$ cat src/rtl/regread_arbiter_pkg.sv
// regread_pkg: shared constants, FSM state encoding and a one-hot helper
// for the register-file read-port arbiter and its picker.
package regread_pkg;

  localparam int AW_DEF   = 5;
  localparam int DW_DEF   = 32;
  localparam int NREQ_MAX = 8;

  typedef enum logic {
    ST_IDLE = 1'b0,
    ST_RESP = 1'b1
  } state_e;

  // Index of the set bit in a one-hot vector (0 when the vector is empty).
  function automatic logic [2:0] onehot_idx(input logic [NREQ_MAX-1:0] oh);
    logic [2:0] idx;
    idx = 3'd0;
    for (int i = 0; i < NREQ_MAX; i++) begin
      if (oh[i]) begin
        idx = 3'(i);
      end else begin
        idx = idx;
      end
    end
    return idx;
  endfunction

endpackage

$ cat src/rtl/regread_arbiter_if.sv
// Requester-side bus of the register-file read arbiter: request valid/addr,
// one-hot grant, and the one-cycle-later response.
// Optional burst lock (req_lock) exists only when REGREAD_LOCK_EN is defined.
interface regread_arbiter_if
  import regread_pkg::*;
#(
  parameter int NREQ = 4,
  parameter int AW   = AW_DEF,
  parameter int DW   = DW_DEF
);

  logic [NREQ-1:0]    req_valid;
  logic [NREQ*AW-1:0] req_addr;
  logic [NREQ-1:0]    req_ready;
  logic [NREQ-1:0]    resp_valid;
  logic [DW-1:0]      resp_data;
`ifdef REGREAD_LOCK_EN
  logic [NREQ-1:0]    req_lock;

  modport master (output req_valid, req_addr, req_lock,
                  input  req_ready, resp_valid, resp_data);
  modport slave  (input  req_valid, req_addr, req_lock,
                  output req_ready, resp_valid, resp_data);
`else
  modport master (output req_valid, req_addr,
                  input  req_ready, resp_valid, resp_data);
  modport slave  (input  req_valid, req_addr,
                  output req_ready, resp_valid, resp_data);
`endif

endinterface

$ cat src/rtl/regread_arbiter_rr_pick.sv
// rr_pick: rotate-priority picker. Returns a one-hot grant for the first
// set bit of 'valid' found searching upward from 'ptr' with wrap-around.
module rr_pick #(
  parameter int N  = 4,
  parameter int PW = (N > 1) ? $clog2(N) : 1
) (
  input  logic [N-1:0]  valid,
  input  logic [PW-1:0] ptr,
  output logic [N-1:0]  grant
);

  logic          found_s;
  logic [PW-1:0] idx_s;

  // Scan N positions starting at ptr; the first valid one wins.
  always_comb begin
    grant   = '0;
    found_s = 1'b0;
    idx_s   = '0;
    for (int k = 0; k < N; k++) begin
      idx_s = PW'((int'(ptr) + k) % N);
      if (!found_s && valid[idx_s]) begin
        grant[idx_s] = 1'b1;
        found_s      = 1'b1;
      end else begin
        found_s = found_s;
      end
    end
  end

endmodule

$ cat src/rtl/regread_arbiter.sv
// regread_arbiter: shares one register-file read port among NREQ requesters.
// Combinational round-robin grant, read-mux select driven in the grant cycle,
// mux output registered and returned to the winner one cycle later.
// Build option: REGREAD_LOCK_EN adds a per-requester burst lock.
module regread_arbiter
  import regread_pkg::*;
#(
  parameter int NREQ = 4,
  parameter int AW   = AW_DEF,
  parameter int DW   = DW_DEF
) (
  input  logic          clock,
  input  logic          reset_n,
  regread_arbiter_if.slave bus,
  input  logic          rf_busy,
  output logic [AW-1:0] rf_sel,
  input  logic [DW-1:0] rf_data
);

  localparam int PW = (NREQ > 1) ? $clog2(NREQ) : 1;

  logic [PW-1:0]   rr_ptr_r;
  logic [PW-1:0]   start_s;
  logic [PW-1:0]   gidx_s;
  logic [NREQ-1:0] pick_s;
  logic [NREQ-1:0] grant_s;
  logic [NREQ-1:0] resp_who_r;
  logic            any_grant_s;
  logic [AW-1:0]   sel_last_r;
  logic [AW-1:0]   sel_s;
  logic [DW-1:0]   resp_data_r;
  state_e          state_r;
  state_e          state_nxt_s;

  function automatic logic [PW-1:0] ptr_inc(input logic [PW-1:0] p);
    return (p == PW'(NREQ - 1)) ? '0 : p + PW'(1);
  endfunction

`ifdef REGREAD_LOCK_EN
  logic lock_hold_r;
  logic lock_live_s;

  // While locked, rr_ptr sits on the last winner; once its lock drops, search resumes past it.
  always_comb begin
    lock_live_s = lock_hold_r & bus.req_valid[rr_ptr_r] & bus.req_lock[rr_ptr_r];
    if (lock_hold_r && !lock_live_s) begin
      start_s = ptr_inc(rr_ptr_r);
    end else begin
      start_s = rr_ptr_r;
    end
  end

  // Remember whether the most recent grant was taken with the lock held.
  always_ff @(posedge clock or negedge reset_n) begin
    if (!reset_n) begin
      lock_hold_r <= 1'b0;
    end else if (any_grant_s) begin
      lock_hold_r <= bus.req_lock[gidx_s];
    end else begin
      lock_hold_r <= lock_hold_r;
    end
  end
`else
  assign start_s = rr_ptr_r;
`endif

  rr_pick #(.N(NREQ), .PW(PW)) u_pick (
    .valid (bus.req_valid),
    .ptr   (start_s),
    .grant (pick_s)
  );

  // Gate the pick with busy/reset and steer the mux select to the winner.
  always_comb begin
    if (rf_busy || !reset_n) begin
      grant_s = '0;
    end else begin
      grant_s = pick_s;
    end
    any_grant_s = |grant_s;
    gidx_s      = PW'(onehot_idx(NREQ_MAX'(grant_s)));
    if (any_grant_s) begin
      sel_s = bus.req_addr[gidx_s*AW +: AW];
    end else begin
      sel_s = sel_last_r;
    end
  end

  assign bus.req_ready = grant_s;
  assign rf_sel        = sel_s;

  // Capture read data, winner, last select and advance rr_ptr on each grant.
  always_ff @(posedge clock or negedge reset_n) begin
    if (!reset_n) begin
      rr_ptr_r    <= '0;
      resp_who_r  <= '0;
      resp_data_r <= '0;
      sel_last_r  <= '0;
    end else if (any_grant_s) begin
`ifdef REGREAD_LOCK_EN
      rr_ptr_r    <= bus.req_lock[gidx_s] ? gidx_s : ptr_inc(gidx_s);
`else
      rr_ptr_r    <= ptr_inc(gidx_s);
`endif
      resp_who_r  <= grant_s;
      resp_data_r <= rf_data;
      sel_last_r  <= sel_s;
    end else begin
      rr_ptr_r    <= rr_ptr_r;
      resp_who_r  <= resp_who_r;
      resp_data_r <= resp_data_r;
      sel_last_r  <= sel_last_r;
    end
  end

  // FSM state register.
  always_ff @(posedge clock or negedge reset_n) begin
    if (!reset_n) begin
      state_r <= ST_IDLE;
    end else begin
      state_r <= state_nxt_s;
    end
  end

  // FSM next state: a grant this cycle means a response next cycle.
  always_comb begin
    state_nxt_s = ST_IDLE;
    case (state_r)
      ST_IDLE: state_nxt_s = any_grant_s ? ST_RESP : ST_IDLE;
      ST_RESP: state_nxt_s = any_grant_s ? ST_RESP : ST_IDLE;
      default: state_nxt_s = ST_IDLE;
    endcase
  end

  // FSM outputs: the response pulse belongs to the requester granted last cycle.
  always_comb begin
    bus.resp_data = resp_data_r;
    case (state_r)
      ST_RESP: bus.resp_valid = resp_who_r;
      ST_IDLE: bus.resp_valid = '0;
      default: bus.resp_valid = '0;
    endcase
  end

endmodule
$ cat src/flat_wrapper.sv
// flat-port wrapper written by rule: the top's interface ports become plain ports
module regread_arbiter_flat import regread_pkg::*;
#(
  parameter int NREQ = 4,
  parameter int AW   = AW_DEF,
  parameter int DW   = DW_DEF
)
  (clock, reset_n, rf_busy, rf_sel, rf_data, bus_req_valid, bus_req_addr, bus_req_ready, bus_resp_valid, bus_resp_data);
  regread_arbiter_if #(.NREQ(NREQ), .AW(AW), .DW(DW)) bus_i ();
  input  logic clock;
  input  logic reset_n;
  input  logic rf_busy;
  output logic [AW-1:0] rf_sel;
  input  logic [DW-1:0] rf_data;
  input wire logic [$bits(bus_i.req_valid)-1:0] bus_req_valid;
  input wire logic [$bits(bus_i.req_addr)-1:0] bus_req_addr;
  output wire logic [$bits(bus_i.req_ready)-1:0] bus_req_ready;
  output wire logic [$bits(bus_i.resp_valid)-1:0] bus_resp_valid;
  output wire logic [$bits(bus_i.resp_data)-1:0] bus_resp_data;
  assign bus_i.req_valid = bus_req_valid;
  assign bus_i.req_addr = bus_req_addr;
  assign bus_req_ready = bus_i.req_ready;
  assign bus_resp_valid = bus_i.resp_valid;
  assign bus_resp_data = bus_i.resp_data;
  regread_arbiter #(.NREQ(NREQ), .AW(AW), .DW(DW)) u_core (.clock(clock), .reset_n(reset_n), .bus(bus_i), .rf_busy(rf_busy), .rf_sel(rf_sel), .rf_data(rf_data));
endmodule
$ cat config.mk
export PLATFORM = sky130hd
export DESIGN_NAME = regread_arbiter_flat
export DESIGN_NICKNAME = d
export VERILOG_FILES = /design/src/rtl/regread_arbiter_pkg.sv /design/src/rtl/regread_arbiter_if.sv /design/src/rtl/regread_arbiter_rr_pick.sv /design/src/rtl/regread_arbiter.sv /design/src/flat_wrapper.sv
export SDC_FILE = /design/constraint.sdc
export NUM_CORES = 1
export LEC_CHECK = 0
export BUFFER_PORTS_ARGS = -buffer_cell sky130_fd_sc_hd__buf_2
export CORE_ASPECT_RATIO = 2
export CORE_MARGIN = 5
export CORE_UTILIZATION = 43
export CTS_BUF_LIST = sky130_fd_sc_hd__clkbuf_8
export DETAILED_ROUTE_END_ITERATION = 7
export PLACE_DENSITY = 0.73
export SYNTH_ARGS = -nofsm -noshare
export SYNTH_HDL_FRONTEND = slang
export SYNTH_SLANG_ARGS = --single-unit
export TNS_END_PERCENT = 10
$ cat constraint.sdc
create_clock -name clock -period 5.76 [get_ports clock]
set_input_delay 0.288 -clock clock [delete_from_list [all_inputs] [get_ports clock]]
set_output_delay 0.288 -clock clock [all_outputs]
set_load 0.01 [all_outputs]
==> results by group <==
Synth
  – EDFF count, synth: 0
  – Syn nets: 265
  – Synth Instances: 199
  – Cell area after synthesis: 2466 um^2
  – Async set or reset register ratio after synthesis: 100.0%
  – Register area share after synthesis: 44.65%
  – Synth Area per Inst: 12.39 um^2
  – Unique masters post-synth: 43
  – Synth area leaders: dfrtp_1 (45%), mux2_4 (19%), a31o_1 (3.9%)
  – Post-synth top area share: 44.65%
  – Leading area contributor after synthesis: dfrtp_1
  – YS warnings: 0
  – FF+latch count, synth: 44
  – Top FF cell, synth: dfrtp_1

STA
  – RSZ-0062 raised after global routing: false
  – Final worst path period need: 4.347 ns
  – Worst slew margin: 48.27%
  – Fmax: 0.2300 GHz
  – Worst-Margin Slew: 0.7700 ns
  – Final hold vios: 0
  – # setup viols final: 0
  – Slew Limit Fails: 0
  – Final Skew: 0.006957 ns
  – Post-Route Setup TNS: 0 ns
  – Final worst-path cycle share: 75.47%

GRT
  – Gr ovfl total: 0
  – Overall routing resource usage: 16.71%
  – Global-route wire length before repair: 9.715 mm
  – GR Layer Usage met3: 4.202%
  – Initial antenna violation count: 0
  – M1 GR Usage: 17.82%
  – Met2 Use GR: 28.83%
  – Number of global-route vias before repair: 1968
  – Busiest grt layer: met2
  – Pin count of the biggest net entering global routing: 47

Clock tree
  – Max clock buf depth: 2
  – Post-CTS Setup Bufs: 0
  – Clock sinks: 44
  – Clk Latency, worst-skew pair: 0.30 ns
  – CTS tree: done
  – H-tree depth: 2
  – Root Driver: clkbuf_8
  – TritonCTS Buffers: 5
  – CTS Hold Buffers Added: 0
  – Worst-path clk slew: 0.08 ns
  – CTS resizes: 0

Worst setup path
  – CP max FO: 32
  – Critical path cell sequence: inv_1 -> ha_1 -> mux4_1 -> and3b_4 -> a221o_1 -> o41a_2 -> buf_4 -> nor2_1 -> a31o_1 -> buf_2
  – FF-to-FF path depth: 8
  – Levels on crit path: 10
  – CP top delay family: compound AO/OA/AOI/OAI gates
  – CP endpoint kind: primary output
  – Worst stage delay on the critical path: 0.72 ns
  – Critical path type: register to primary output
  – Crit path launch: u_core.rr_ptr_r[0]$_DFFE_PN0N_
  – RR Endpoint: u_core.bus.resp_data[4]$_DFFE_PN0N_
  – Reg-to-Reg Start: u_core.rr_ptr_r[0]$_DFFE_PN0N_
  – Crit path buffers/inverters: 3
  – Worst EP required: 5.47 ns
  – Worst setup endpoint: rf_sel[2]
  – R2R Setup Slk: 1.96 ns
  – CP max-delay cell: o41a_2
  – Startpoint class of the critical path: register
  – CP arrival: 4.06 ns

Floorplanning
  – Top-level port count: 104
  – Initial Util: 43.57%
  – Core Area: 5660 um^2
  – Die Height: 117.1 um
  – Row cnt: 39
  – Die area: 7442 um^2
  – Die X: 63.55 um

Placement
  – Port bufs: 103
  – Placed Instance Area: 3003 um^2
  – DP Cell Count: 358
  – Hpwl dp: 4.806 mm
  – Placer Congestion: 0.8353

Worst hold path
  – Hold Path Class: input pin to asynchronous set/reset pin

Layout
  – Layout Cells excl Fill: 366
  – Layout cells sized above 1: 49.84%
  – P&R area growth vs syn: 26.69%
  – Post-layout util: 55.19%
  – Fin nets: 370
  – Antenna Cells: 0
  – Post-route cell area: 3124 um^2

Drt
  – Pre-antenna DRT Iters: 4
  – Antenna viol nets, final: 0
  – DR DRC count: 0
  – DRT iter0 DRCs: 62
  – Routed WL: 6.077 mm
  – Routed vias: 2024
  – Via density: 5.530
  – WL/cell: 16.60 um

Run
  – Max-cap viol count: 0

Outcome
  – Outcome: completed

Power and ir drop
  – Pwr/cell area: 569.2 nW/um^2
  – Overall Power: 1778 uW
  – Static Leak: 0.001601 uW
  – Max IR drop VDD: 0.3380 mV
## per-stage QoR
step,worst slack (ns),hold slack [ns]
3_5_place_dp,1.733,0.3949
3_3_place_gp,1.847,0.3896
5_1_grt,1.137,0.1002
2_1_floorplan,2.598,-0.007591
4_1_cts,1.374,0.05573
6_report,1.413,0.04597
## metal layers
layer  part of all wire [%]  wire (um)
met1                     35       2131
met2                     53       3221
met3                    7.8        477
met4                    4.0        246
met5                      0          0
## registers in the layout (all words and copies together) (netlist names)
signal                count
u_core.bus.resp_data     32
u_core.resp_who_r         4
u_core.rr_ptr_r           2
u_core.sel_last_r         5
u_core.state_r            1
## cell type report
type | count | area (um^2)
clock inverter | 2 | 38.79
tap | 61 | 76.32
multi-input combinational | 131 | 1231
fill | 490 | 2536
inverter | 17 | 63.81
timing repair buffer | 105 | 530.5
clock buffer | 6 | 82.58
sequential | 44 | 1101
## worst min-delay path by stage
| stage | start | to | slack (ns) | cells after the start |
|---|---|---|---|---|
| floorplan | reset_n | u_core.bus.resp_data[0]$_DFFE_PN0N_ | -0.008 | 0 |
| global placement | reset_n | u_core.bus.resp_data[27]$_DFFE_PN0N_ | 0.39 | 2 |
| detailed placement | reset_n | u_core.bus.resp_data[25]$_DFFE_PN0N_ | 0.39 | 2 |
| CTS | reset_n | u_core.bus.resp_data[16]$_DFFE_PN0N_ | 0.06 | 2 |
| global route | reset_n | u_core.bus.resp_data[26]$_DFFE_PN0N_ | 0.10 | 2 |
| finish | reset_n | u_core.bus.resp_data[25]$_DFFE_PN0N_ | 0.05 | 2 |
## Yosys cell counts (2+ instances only)
| cell type | instances |
|---|---|
| dfrtp_1 | 44 |
| mux2_4 | 31 |
| inv_1 | 15 |
| nand2_1 | 14 |
| a31o_1 | 11 |
| a221o_1 | 7 |
| ha_1 | 7 |
| nor2_1 | 7 |
| buf_6 | 6 |
| o21ai_1 | 6 |
| o22a_1 | 5 |
| and2_1 | 4 |
| a21oi_1 | 2 |
| a221oi_1 | 2 |
| a31oi_1 | 2 |
| inv_2 | 2 |
| mux2i_1 | 2 |
| nand2b_1 | 2 |
| nand3b_1 | 2 |
| o21ai_0 | 2 |
| or2_2 | 2 |
| or3_1 | 2 |
| or3b_1 | 2 |
## cells by family after synthesis
family	after synthesis	synth area share, %
DFF	44	44.65
AOI/OAI and AO/OA	46	14.97
buffers and inverters	24	5.479
and+or+nand+nor	42	9.234
muxes	36	22.12
adders and majority gates	7	3.551
## power breakdown
part / switching, uW / internal (uW) / total (uW)
combinational: 464 / 508 / 972
clock: 101 / 142 / 243
sequential: 97.8 / 466 / 564
total: 662 / 1120 / 1780
## cells in the final DEF, fill, tap and decap left out, drive strengths merged, types with 4 or more instances in the layout
| cell type | instances |
|---|---|
| dfrtp | 44 |
| ha | 7 |
| mux2 | 32 |
| and2 | 4 |
| clkbuf | 6 |
| o22a | 5 |
| a31o | 11 |
| nor2 | 7 |
| nand2 | 14 |
| buf | 105 |
| inv | 17 |
| a221o | 7 |
| o21ai | 8 |
No activity file was read; power rests on OpenSTA's default activity.
